File: src/rtl/arith_pkg.sv
// Shared arithmetic-library definitions: divider FSM state encoding,
// counter sizing helper and the divide-by-zero quotient constant.
package arith_pkg;

  typedef logic [1:0] div_state_t;

  localparam div_state_t ST_IDLE = 2'd0;
  localparam div_state_t ST_CALC = 2'd1;
  localparam div_state_t ST_DONE = 2'd2;

  localparam int MAX_WIDTH = 32;

  // All-ones quotient reported for x / 0; callers slice it to their width.
  localparam logic [MAX_WIDTH-1:0] DIV_ZERO_QUOTIENT = '1;

  function automatic int div_cnt_width(input int width);
    return $clog2(width) + 1;
  endfunction

endpackage

File: src/rtl/seq_restoring_divider_div_step.sv
// One restoring-division iteration: shift in a dividend bit, compare
// against the divisor and conditionally subtract.
module div_step #(
  parameter int WIDTH = 4
) (
  input  logic [WIDTH-1:0] r_in,
  input  logic             bit_in,
  input  logic [WIDTH-1:0] divisor,
  output logic [WIDTH-1:0] r_out,
  output logic             q_bit
);

  logic [WIDTH:0] shifted;

  // The restored remainder is always below the divisor, so WIDTH bits hold
  // it; only the shifted value needs the extra bit for the compare.
  assign shifted = {r_in, bit_in};
  assign q_bit   = (shifted >= {1'b0, divisor});
  assign r_out   = q_bit ? (shifted[WIDTH-1:0] - divisor) : shifted[WIDTH-1:0];

endmodule

File: src/rtl/seq_restoring_divider.sv
// Sequential unsigned restoring divider, one quotient bit per clock.
// Define SEQ_DIVIDER_ZERO_BYPASS_EN to skip the iterations when divisor == 0.
module seq_restoring_divider
  import arith_pkg::*;
#(
  parameter int WIDTH = 4
) (
  input  logic             clk,
  input  logic             rst_n,
  input  logic             start,
  input  logic [WIDTH-1:0] dividend,
  input  logic [WIDTH-1:0] divisor,
  output logic             busy,
  output logic             done,
  output logic [WIDTH-1:0] quotient,
  output logic [WIDTH-1:0] remainder,
  output logic             div_by_zero
);

  localparam int               CNT_W     = div_cnt_width(WIDTH);
  localparam logic [CNT_W-1:0] LAST_ITER = CNT_W'(WIDTH - 1);

  div_state_t       state_reg;
  logic [CNT_W-1:0] cnt_reg;
  logic [WIDTH-1:0] dvd_reg;
  logic [WIDTH-1:0] dsr_reg;
  logic [WIDTH-1:0] r_reg;
  logic [WIDTH-1:0] q_reg;
  logic [WIDTH-1:0] quotient_reg;
  logic [WIDTH-1:0] remainder_reg;
  logic             dbz_reg;

  logic [WIDTH-1:0] r_next;
  logic             q_bit;
  logic [WIDTH-1:0] q_next;

  div_step #(
    .WIDTH(WIDTH)
  ) u_step (
    .r_in   (r_reg),
    .bit_in (dvd_reg[WIDTH-1]),
    .divisor(dsr_reg),
    .r_out  (r_next),
    .q_bit  (q_bit)
  );

  assign q_next = {q_reg[WIDTH-2:0], q_bit};

  always_ff @(posedge clk or negedge rst_n) begin
    if (!rst_n) begin
      state_reg     <= ST_IDLE;
      cnt_reg       <= '0;
      dvd_reg       <= '0;
      dsr_reg       <= '0;
      r_reg         <= '0;
      q_reg         <= '0;
      quotient_reg  <= '0;
      remainder_reg <= '0;
      dbz_reg       <= 1'b0;
    end else begin
      case (state_reg)
        ST_IDLE: begin
          if (start) begin
            dvd_reg <= dividend;
            dsr_reg <= divisor;
            r_reg   <= '0;
            q_reg   <= '0;
            cnt_reg <= '0;
`ifdef SEQ_DIVIDER_ZERO_BYPASS_EN
            if (divisor == '0) begin
              state_reg     <= ST_DONE;
              quotient_reg  <= DIV_ZERO_QUOTIENT[WIDTH-1:0];
              remainder_reg <= dividend;
              dbz_reg       <= 1'b1;
            end else begin
              state_reg <= ST_CALC;
            end
`else
            state_reg <= ST_CALC;
`endif
          end
        end
        ST_CALC: begin
          r_reg   <= r_next;
          q_reg   <= q_next;
          dvd_reg <= {dvd_reg[WIDTH-2:0], 1'b0};
          cnt_reg <= cnt_reg + 1'b1;
          // Results are published on the edge that enters DONE so they are
          // already valid in the cycle done is high.
          if (cnt_reg == LAST_ITER) begin
            state_reg     <= ST_DONE;
            quotient_reg  <= q_next;
            remainder_reg <= r_next;
            dbz_reg       <= (dsr_reg == '0);
          end
        end
        ST_DONE: begin
          state_reg <= ST_IDLE;
        end
        default: begin
          state_reg <= ST_IDLE;
        end
      endcase
    end
  end

  assign busy        = (state_reg == ST_CALC);
  assign done        = (state_reg == ST_DONE);
  assign quotient    = quotient_reg;
  assign remainder   = remainder_reg;
  assign div_by_zero = dbz_reg;

endmodule

File: config.mk
export PLATFORM = sky130hd
export DESIGN_NAME = seq_restoring_divider
export DESIGN_NICKNAME = d
export VERILOG_FILES = /design/src/rtl/arith_pkg.sv /design/src/rtl/seq_restoring_divider_div_step.sv /design/src/rtl/seq_restoring_divider.sv
export SDC_FILE = /design/constraint.sdc
export NUM_CORES = 1
export LEC_CHECK = 0
export CORE_MARGIN = 2
export CORE_UTILIZATION = 56
export DETAILED_ROUTE_END_ITERATION = 7
export PLACE_DENSITY = 0.83
export SYNTH_ARGS = -nofsm -noshare
export SYNTH_HDL_FRONTEND = slang
export SYNTH_SLANG_ARGS = --single-unit
File: constraint.sdc
create_clock -name clk -period 3.4 [get_ports clk]
set_clock_uncertainty 0.15 [all_clocks]
set_input_delay 0.51 -clock clk [delete_from_list [all_inputs] [get_ports clk]]
set_output_delay 0.51 -clock clk [all_outputs]
set_load 0.01 [all_outputs]
==> summary.md <==
| Metric | Value |
|---|---|
| Peak supply drop | `roughly 0.00070 V` |
| Total of max-cap violations | `0` |
| Clock Latency Late Sink | `around 330 ps` |
| CP Data Required Time | `around 2700 ps` |
| Vias per Instance | `5.76` |
| Critical Path Start | `state_reg[1]$_DFFE_PN0P_` |
| Crit-path cells | `nand2b_1 -> inv_2 -> clkdlybuf4s50_1` |
| Net Sw Power | `around 0.81 mW` |
| Commonest non-fill, non-tap cell in the layout | `dfrtp_1` |
| Final setup viols | `0` |
| Synthesized instance count | `~130` |
| DIE AREA | `approximately 2900 um2` |
| Period utilization | `73.4%` |
| CP max FO | `9` |
| Vias | `roughly 1.1k` |
| Power per cell area | `between 1000 and 1500 nW/um2` |
| Yosys cell types | `33` |
| Flop-to-flop setup slack | `between 1000 and 1500 ps` |
| Crit end category | `primary output` |
| Share of cells above drive strength 1 | `11.6%` |
| Post-CTS Setup Inserts | `0` |
| Post-DP Area | `~1600 um2` |
| GPL Wtd Cong | `between 0.8 and 0.9` |
| Post-CTS Hold Buffers | `0` |
| Grt peak-use layer | `met2` |
| Async SR Flop Fraction | `100%` |
| CTS tree | `built` |
| Static Leakage | `about 0.77 nW` |
| Internal | `roughly 1.2 mW` |
| Largest net degree at the start of global routing | `30` |
| Most frequent cells in the layout | `dfrtp_1 (29), nand2_1 (21), clkdlybuf4s50_1 (21)` |
| ANT cells | `0` |
| Min cycle time layout | `2490 ps` |
| Worst Tran Pin Value | `approximately 540 ps` |
| Number of synthesized flops with an enable pin | `0` |
| IO Pins | `22` |
| Flop pwr share | `31.5%` |
| P&R area growth vs syn | `22.9%` |
| Status | `completed` |
| DR WL/cell | `between 15 and 20 um` |
| Worst hold path class | `register to register` |
| Clk sinks | `29` |
| Final ANT Viol Nets | `0` |
| Mapped Area | `about 1400 um2` |
| DRC | `0` |
| Peak per-stage delay on the critical path | `about 560 ps` |
| DRT Pass-1 Iters | `4` |
| Initial DRC count | `22` |
| M3 GR Usage | `approximately 8.3%` |
| CP startpoint kind | `register` |
| First-pass GRT wire length | `5.15 mm` |
| Clock transition at path regs | `100 ps` |
| Post-Syn Nets | `147` |
| Initial core utilization | `between 50% and 60%` |
| Post-DP HPWL | `~2.2 mm` |
| Grt total ovfl | `0` |
| Worst r2r path cells | `5` |
| WS Path Type | `register to primary output` |
| Relative slew slack | `a little under two thirds` |
| Num CTS Buffers | `5` |
| Setup TNS | `0 ps` |
| Antenna violations before repair | `0` |
| Core area | `2430 um2` |
| Row cnt | `18` |
| Avg Cell Area, Syn | `between 10 and 15 um2` |
| WHS | `around 340 ps` |
| Crit-path slowest cell | `clkdlybuf4s50_1` |
| Fin. max-slew vios | `0` |
| Max Root-Sink Buffers | `2` |
| CP arrival | `1830 ps` |
| Unrepaired setup endpoints after global routing | `no` |
| #FFs+latches synth | `29` |
| Final hold viol count | `0` |
| R2r endpoint | `r_reg[3]$_DFFE_PN0P_` |
| Comb pwr share | `a little over half` |
| Clock share of power | `between 10% and 20%` |
| Finished layout cell area | `between 1500 and 2000 um2` |
| Net Sw Frac | `slightly above 40%` |
| Ys flop type | `dfrtp_1` |
| Post-Route WL | `around 3.1 mm` |
| Achievable Freq | `~400 MHz` |
| Die W | `roughly 54 um` |
| GRT Util Overall | `between 20% and 30%` |
| Final nets | `between 150 and 200` |
| Met1 GRT Util | `~30%` |
| Die height | `about 54 um` |
| Crit path to | `busy` |
| Max H-tree Level | `2` |
| Vias in the first global route | `1135` |
| Count of buffers from port buffering | `21` |
| Met2 Use GR | `44.2%` |
| Hold path start | `div_by_zero$_DFFE_PN0P_` |
| Ys Warns | `0` |
| Clock root buffer master | `clkbuf_4` |
| Critical R2R Launch | `dsr_reg[0]$_DFFE_PN0P_` |
| # resized after CTS | `0` |
| Register area share after synthesis | `51.5%` |
-- synthesized netlist by cell type, types with 2 or more instances --
master | number | area, um2
dfrtp_1 | 29 | 726
clkbuf_1 | 2 | 7.51
a22o_1 | 4 | 35.0
mux2_2 | 4 | 45.0
a21oi_1 | 5 | 25.0
o31ai_1 | 8 | 60.1
nor3b_1 | 2 | 15.0
ha_1 | 6 | 75.1
nand2b_1 | 2 | 12.5
o21ai_0 | 11 | 55.1
buf_2 | 2 | 10.0
o21bai_1 | 2 | 15.0
a211oi_1 | 4 | 30.0
mux2i_1 | 2 | 20.0
inv_1 | 7 | 26.3
or2_1 | 2 | 12.5
nand2_1 | 21 | 78.8
-- metal layers --
| metal | vias up | part of all wire [%] |
|---|---|---|
| met1 | 522 | 41 |
| li1 | 515 | - |
| met3 | 9 | 2.8 |
| met2 | 19 | 54 |
| met4 | 0 | 2.0 |
| met5 | - | 0 |
-- area by class of cell --
cell class | count | area [um2]
fillers | 188 | 699
well taps | 30 | 37.5
repair buffers | 23 | 225
clock inverters | 2 | 37.5
flip-flops and latches | 29 | 726
multi-input cells | 87 | 626
clock buffers | 6 | 51.3
inverters | 8 | 30.0
-- metrics by stage --
step,power [mW],setup WS (ps),utilization [%],instances
3_5_place_dp,1.66,1250,67.6,177
2_1_floorplan,1.35,1420,-,129
5_1_grt,2.13,779,71.2,185
4_1_cts,1.98,907,71.2,185
3_3_place_gp,1.59,1280,67.6,177
6_report,1.97,905,71.2,185
-- worst max-delay path, delay by kind of cell (launching register included) --
family                 cells  cell delay, ps
buffers and inverters      2             770
flip-flops                 1             420
AND/OR/NAND/NOR            1             320
-- worst min-delay path by stage --
stage | end | slack [ps] | cells after the start
after CTS | remainder[2]$_DFFE_PN0P_ | 350 | 2
after global routing | quotient[0]$_DFFE_PN0P_ | 370 | 2
after detailed placement | remainder[2]$_DFFE_PN0P_ | 320 | 2
after global placement | cnt_reg[2]$_DFFE_PN0P_ | 310 | 2
final | div_by_zero$_DFFE_PN0P_ | 340 | 2
after floorplan | cnt_reg[0]$_DFFE_PN0P_ | 60 | 0
-- power by group through the flow --
stage	Clock (mW)	Combinational (mW)	Sequential, mW
finish	0.301	1.05	0.622
detailed placement	0	1.03	0.626
global placement	0	0.976	0.618
CTS	0.304	1.05	0.622
global route	0.331	1.15	0.645
floorplan	0	0.726	0.625
-- kinds of logic after synthesis --
| kind of cell | after synthesis | synth area share [%] |
|---|---|---|
| compound gates | 38 | 19.3 |
| xor+xnor | 1 | 0.621 |
| fa+ha+maj | 7 | 6.74 |
| buf+inv | 13 | 4.17 |
| flops | 29 | 51.5 |
| mux | 6 | 4.61 |
| simple gates | 35 | 13.1 |
(Power assumes the default switching activity.)
